[src/rtl/wb_port_arbiter_pkg.sv]
// rtl/wb_port_arbiter_pkg.sv - shared write-port types, extension codes and widths
package wb_port_arbiter_pkg;

  localparam int REG_AW   = 5;
  localparam int NUM_REGS = 32;

  typedef enum logic [3:0] {
    EXT_PASS = 4'd0,
    EXT_SW   = 4'd1,
    EXT_UW   = 4'd2,
    EXT_SH   = 4'd3
  } ext_e;

  typedef enum logic [1:0] {
    SRC_NONE,
    SRC_MEM,
    SRC_MDU,
    SRC_EX
  } src_e;

  function automatic logic ext_legal(input logic [3:0] ext);
    return ext <= EXT_SH;
  endfunction

endpackage

[src/rtl/wb_scoreboard.sv]
// rtl/wb_scoreboard.sv - busy bits for outstanding long-latency writes and operand lookup
module wb_scoreboard
  import wb_port_arbiter_pkg::*;
(
  input  logic              clk,
  input  logic              rst_n,
  input  logic              set,
  input  logic [REG_AW-1:0] set_addr,
  input  logic              clr,
  input  logic [REG_AW-1:0] clr_addr,
  input  logic [REG_AW-1:0] rs1_addr,
  input  logic [REG_AW-1:0] rs2_addr,
  output logic              hit
);

  logic [NUM_REGS-1:0] busy;
  logic [NUM_REGS-1:0] busy_next;

  // Set is applied after clear so a same-cycle collision leaves the register busy.
  always_comb begin
    busy_next = busy;
    if (clr) busy_next[clr_addr] = 1'b0;
    if (set) busy_next[set_addr] = 1'b1;
    busy_next[0] = 1'b0;
  end

  always_ff @(posedge clk or negedge rst_n) begin
    if (!rst_n) busy <= '0;
    else        busy <= busy_next;
  end

  assign hit = busy[rs1_addr] | busy[rs2_addr];

endmodule

[src/rtl/wb_port_arbiter.sv]
// rtl/wb_port_arbiter.sv - starvation-aware arbiter, extension and output register for the RF write port
module wb_port_arbiter
  import wb_port_arbiter_pkg::*;
#(
  parameter int STARVE_LIMIT = 4,
  parameter int XLEN         = 64
) (
  input  logic              clk,
  input  logic              rst_n,
  input  logic              ex_valid,
  output logic              ex_ready,
  input  logic [REG_AW-1:0] ex_waddr,
  input  logic [XLEN-1:0]   ex_wdata,
  input  logic [3:0]        ex_ext,
  input  logic              mem_valid,
  output logic              mem_ready,
  input  logic [REG_AW-1:0] mem_waddr,
  input  logic [XLEN-1:0]   mem_wdata,
  input  logic [3:0]        mem_ext,
  input  logic              mdu_valid,
  output logic              mdu_ready,
  input  logic [REG_AW-1:0] mdu_waddr,
  input  logic [XLEN-1:0]   mdu_wdata,
  input  logic [3:0]        mdu_ext,
  input  logic              sb_set,
  input  logic [REG_AW-1:0] sb_set_addr,
  input  logic [REG_AW-1:0] rs1_addr,
  input  logic [REG_AW-1:0] rs2_addr,
  output logic              stall,
  output logic              rf_wen,
  output logic [REG_AW-1:0] rf_waddr,
  output logic [XLEN-1:0]   rf_wdata,
  output logic              ext_err
);

  localparam int            CW    = $clog2(STARVE_LIMIT + 1);
  localparam logic [CW-1:0] LIMIT = CW'(STARVE_LIMIT);

  logic [CW-1:0]     wait_ex, wait_mem, wait_mdu;
  logic              starved_ex, starved_mem, starved_mdu;
  src_e              sel;
  logic              grant, legal, commit_wen, sb_clr, sb_hit, wb_hit;
  logic [REG_AW-1:0] g_waddr;
  logic [XLEN-1:0]   g_wdata;
  logic [3:0]        g_ext;

  function automatic logic [XLEN-1:0] extend(input logic [XLEN-1:0] d, input logic [3:0] ext);
    case (ext)
      EXT_SW:  extend = {{(XLEN-32){d[31]}}, d[31:0]};
      EXT_UW:  extend = {{(XLEN-32){1'b0}}, d[31:0]};
      EXT_SH:  extend = {{(XLEN-16){d[15]}}, d[15:0]};
      default: extend = d;
    endcase
  endfunction

  function automatic logic [CW-1:0] next_wait(input logic [CW-1:0] w, input logic valid,
                                              input logic ready);
    if (ready)                    return '0;
    if (valid && (w != LIMIT))    return w + 1'b1;
    return w;
  endfunction

  assign starved_ex  = ex_valid  && (wait_ex  == LIMIT);
  assign starved_mem = mem_valid && (wait_mem == LIMIT);
  assign starved_mdu = mdu_valid && (wait_mdu == LIMIT);

  // Starved requesters preempt; base order mem > mdu > ex breaks ties in both tiers.
  always_comb begin
    sel = SRC_NONE;
    if (starved_mem)      sel = SRC_MEM;
    else if (starved_mdu) sel = SRC_MDU;
    else if (starved_ex)  sel = SRC_EX;
    else if (mem_valid)   sel = SRC_MEM;
    else if (mdu_valid)   sel = SRC_MDU;
    else if (ex_valid)    sel = SRC_EX;
  end

  assign mem_ready = rst_n && (sel == SRC_MEM);
  assign mdu_ready = rst_n && (sel == SRC_MDU);
  assign ex_ready  = rst_n && (sel == SRC_EX);

  always_comb begin
    g_waddr = '0;
    g_wdata = '0;
    g_ext   = '0;
    case (sel)
      SRC_MEM: begin g_waddr = mem_waddr; g_wdata = mem_wdata; g_ext = mem_ext; end
      SRC_MDU: begin g_waddr = mdu_waddr; g_wdata = mdu_wdata; g_ext = mdu_ext; end
      SRC_EX:  begin g_waddr = ex_waddr;  g_wdata = ex_wdata;  g_ext = ex_ext;  end
      default: ;
    endcase
  end

  assign grant      = rst_n && (sel != SRC_NONE);
  assign legal      = ext_legal(g_ext);
  assign commit_wen = grant && legal && (g_waddr != '0);
  // Any accepted long-latency result releases its register, even a dropped illegal one.
  assign sb_clr     = grant && ((sel == SRC_MEM) || (sel == SRC_MDU));

  always_ff @(posedge clk or negedge rst_n) begin
    if (!rst_n) begin
      rf_wen   <= 1'b0;
      rf_waddr <= '0;
      rf_wdata <= '0;
      ext_err  <= 1'b0;
      wait_ex  <= '0;
      wait_mem <= '0;
      wait_mdu <= '0;
    end else begin
      rf_wen  <= commit_wen;
      ext_err <= grant && !legal;
      if (commit_wen) begin
        rf_waddr <= g_waddr;
        rf_wdata <= extend(g_wdata, g_ext);
      end
      wait_ex  <= next_wait(wait_ex,  ex_valid,  ex_ready);
      wait_mem <= next_wait(wait_mem, mem_valid, mem_ready);
      wait_mdu <= next_wait(wait_mdu, mdu_valid, mdu_ready);
    end
  end

  wb_scoreboard u_scoreboard (
    .clk      (clk),
    .rst_n    (rst_n),
    .set      (sb_set),
    .set_addr (sb_set_addr),
    .clr      (sb_clr),
    .clr_addr (g_waddr),
    .rs1_addr (rs1_addr),
    .rs2_addr (rs2_addr),
    .hit      (sb_hit)
  );

  // The write in flight is invisible to the busy bits, so compare against it directly.
  assign wb_hit = rf_wen && (rf_waddr != '0) &&
                  ((rf_waddr == rs1_addr) || (rf_waddr == rs2_addr));
  assign stall  = sb_hit || wb_hit;

endmodule

[config.mk]
export PLATFORM = sky130hd
export DESIGN_NAME = wb_port_arbiter
export DESIGN_NICKNAME = d
export VERILOG_FILES = /design/src/rtl/wb_port_arbiter_pkg.sv /design/src/rtl/wb_scoreboard.sv /design/src/rtl/wb_port_arbiter.sv
export SDC_FILE = /design/constraint.sdc
export NUM_CORES = 1
export LEC_CHECK = 0
export BUFFER_PORTS_ARGS = -buffer_cell sky130_fd_sc_hd__buf_2
export CORE_MARGIN = 10
export CORE_UTILIZATION = 48
export CTS_BUF_LIST = sky130_fd_sc_hd__clkbuf_4
export DETAILED_ROUTE_END_ITERATION = 6
export PLACE_DENSITY = 0.84
export SYNTH_ARGS = -nofsm -noshare
export SYNTH_HDL_FRONTEND = slang
export SYNTH_SLANG_ARGS = --single-unit
[constraint.sdc]
create_clock -name clk -period 3.8 [get_ports clk]
set_input_delay 0.57 -clock clk [delete_from_list [all_inputs] [get_ports clk]]
set_output_delay 0.57 -clock clk [all_outputs]
set_load 0.02 [all_outputs]
==> results.md <==
- The run finished with clean final reports.
- The net count of the finished layout is 1144.
- The area taken by multi-input logic gates is 0.00316 mm².
- The total vias in the final route is 6541.
- The cell with the most instances after synthesis is dfrtp_1.
- The transition at the pin with the smallest max-transition slack is 923 ps.
- The start of the worst register-to-register path is wait_mem[0]$_DFFE_PN0P_.
- The total clock sinks is 111.
- Sorting the synthesized cells by how often they occur yields 111 x dfrtp_1, 82 x nor2_1, 71 x a222oi_1.
- Synthesis produced a netlist with a net count of 848.
- The gate count after technology mapping is 597.
- Yosys attributes the largest share of cell area to dfrtp_1 45%, a222oi_1 11%, o22a_1 6.8%.
- The power density normalized to cell area is 694 mW/mm².
- The max-slew violation count came to 0.
- The final-layout fill cell count is 1111.
- The final critical-path required period is 3530 ps.
- The root buffer cell is clkbuf_4.
- The average size of a mapped cell is 10.4 µm².
- The Yosys step of the flow raised 0 warnings.
- The width of the die is 134 µm.
- The worst setup path is launched from a flop.
- The critical-path maximum fanout is 32.
- The setup TNS after final layout is 0 ps.
- The sequential fraction of the synthesis area is 44.7%.
- Measured in cells, the most critical reg-to-reg path has a length of 12.
- The class of the worst hold path is primary input to async pin.
- The required time reported for the critical path endpoint is 4190 ps.
- Clock-pin slew was measured on the worst setup and hold paths at 170 ps.
- The total setup buffers inserted after CTS is 0.
- The first global-routing pass estimated 36.2 mm of wire.
- The most used flip-flop cell after synthesis is dfrtp_1.
- The number of buffers added by the clock tree synthesis step is 9.
- The total area inside the core boundary comes to 0.0127 mm².
- Compared with the post-synthesis result, the final layout area differs by 30.6%.
- The number of buffers added to fix hold violations after cts is 0.
- For this run, asynchronously set or reset flops after synthesis account for 100%.
- The first TritonRoute pass finished after 7 iterations.
- The total global routing track utilization is 25.1%.
- After synthesis the netlist holds a flip-flop and latch count of 111.
- The floorplan step set the die height to 134 µm.
- The final-report setup violation count is 0.
- Data arrives at the worst endpoint at 3920 ps.
- The design draws 5.63 mW.
- The maximum level of the CTS H-tree is 3.
- The count of antenna-violating nets left after detailed routing is 0.
- The number of DRC markers in iteration 0 is 915.
- The remaining max-slew budget at the tightest pin is 37.8%.
- For this run, design rule violations remaining after detail routing come to 0.
- The leakage power is 3.80 nW.
- The endpoint class of the critical path is a flop.
- The via-per-instance ratio is 6.07.
- In this run the critical register-to-register path is captured at rf_wdata[45]$_DFFE_PN0P_.
- Across the VDD grid, the largest voltage drop is 0.000313 V.
- In this run the worst setup path begins at wait_mem[0]$_DFFE_PN0P_.
- The type of the setup path with the least slack is flop to flop.
- On the final layout, the worst clock skew is 22.9 ps.
- Entering global routing, the biggest net connects 82 pins.
- After detailed routing, the average wire length per cell comes to 22.0 µm.
- The register-to-register setup slack is 270 ps.
- The number of global-route vias before repair is 6707.
- The total number of placement rows is 41.
- Cells with a size suffix above 1 make up 42.7% of the layout.
- The largest area contributor in the netlist is dfrtp_1.
- Summing every instance area after synthesis gives 0.00622 mm².
- At the end of routability-driven placement, the weighted congestion stood at 0.888.
- The number of synthesized flops with an enable pin is 0.
- The number of distinct library cells after synthesis is 45.
- Setup repair after global routing left no endpoint under its margin.
- The clock passes through at most 2 buffers.
- Of the available clock period, the critical path in the final layout requires 92.8%.
- Wires add up to 23.7 mm.
- The total overflow left after global routing is 0.
- Once the floorplan was initialized, standard cells occupied 49.1% of the core.
- The number of antenna violations at the first check in global routing is 9.
- The CTS tree is built.
- The floorplan die area is 0.0179 mm².
- 315 I/O pins were placed.
- The top-area cell type share of the netlist area is 44.7%.
- The wire-length estimate of the detail-placed layout is 18.9 mm.
- The sequential cells in the finished layout cover a total of 0.00278 mm².
- The insertion delay of the later-clocked pin in the worst-skew pair is 450 ps.
- The port buffer count is 314.
- The post-cts resize count is 0.
- The count of maximum capacitance violations is 0.
- The final hold violation count was 0.
- Derived from the worst setup path, the maximum achievable clock frequency is 0.284 GHz.
[worst max-delay path by stage]
stage	cells after the start	to	slack [ps]
after floorplan	14	rf_wdata[34]$_DFFE_PN0P_	710
after global placement	12	rf_wdata[59]$_DFFE_PN0P_	470
after CTS	12	rf_wdata[45]$_DFFE_PN0P_	260
after global routing	12	rf_wdata[50]$_DFFE_PN0P_	20
final	12	rf_wdata[45]$_DFFE_PN0P_	270
after detailed placement	12	rf_wdata[48]$_DFFE_PN0P_	320
[kinds of logic after synthesis]
group | after synthesis | share of synthesized area (%)
adder cells (fa/ha/maj) | 11 | 2.21
AO/OA/AOI/OAI | 222 | 27.7
AND/OR/NAND/NOR | 152 | 11.2
XOR/XNOR | 16 | 2.25
multiplexers | 27 | 7.43
flip-flops | 111 | 44.7
buffers and inverters | 58 | 4.57
[per-stage QoR]
step | utilization (%) | worst slack [ps] | instance area [µm²] | cells | hold slack (ps)
2_1_floorplan | - | 712 | 6220 | 597 | 274
3_3_place_gp | 62.6 | 472 | 7940 | 1054 | 485
3_5_place_dp | 62.6 | 319 | 7940 | 1054 | 492
4_1_cts | 63.9 | 265 | 8100 | 1069 | 281
5_1_grt | 64.1 | 18.5 | 8120 | 1077 | 285
6_report | 64.1 | 273 | 8120 | 1078 | 277
[layout make-up]
type | count | share of cell area (%)
clock buffers | 11 | 1.02
diodes | 9 | 0.277
clock inverters | 4 | 0.955
inverters | 9 | 0.416
well taps | 172 | 2.65
multi-input cells | 428 | 38.9
repair buffers | 334 | 21.5
flip-flops and latches | 111 | 34.2
[cell usage in the layout (no fill, tap or decap), types with 5 or more instances in the layout]
master,Yosys,layout
buf_2,11,313
dfrtp_1,111,111
nor2_1,82,82
a222oi_1,71,71
o21ai_0,67,67
o22a_1,48,48
nand2_1,21,21
a21oi_1,21,21
buf_4,2,19
nand3_1,15,15
mux4_2,14,14
clkbuf_4,0,11
diode_2,0,9
inv_1,9,9
mux2_2,9,9
xnor2_1,9,9
ha_1,11,8
xor2_1,7,7
nand3b_1,6,6
nor2b_1,5,5
[report_power, final]
group          switching [mW]  internal, mW  leakage, nW  total, mW
sequential              0.373          1.72         1.30       2.09
clock                   0.388         0.284       0.0880      0.672
combinational            1.68          1.19         2.41       2.87
total                    2.44          3.19         3.80       5.63
[critical path: stages, from the launching register on]
cell and delay, ps:
dfrtp_1 420, inv_1 90, ha_1 190, nand2_1 120
nand3_1 110, nand2_1 60, a22oi_1 330, inv_1 120
ha_2 250, a222oi_1 520, mux2_4 360, o21ai_4 640
o22a_1 260
[flip-flops by register name, summed over array words and instances, names as in the netlist]
register           cells
rf_waddr               5
u_scoreboard.busy     31
wait_mem               3
ext_err                1
rf_wdata              64
wait_ex                3
rf_wen                 1
wait_mdu               3
[layer usage]
metal | up-vias | GRT usage, % | wire (µm)
met1 | 3152 | 28.5 | 8800
met4 | 0 | 10.3 | 717
met5 | - | 0 | 0
li1 | 2956 | - | -
met3 | 48 | 7.99 | 2270
met2 | 385 | 42.8 | 12000
No activity file was read; power rests on OpenSTA's default activity.
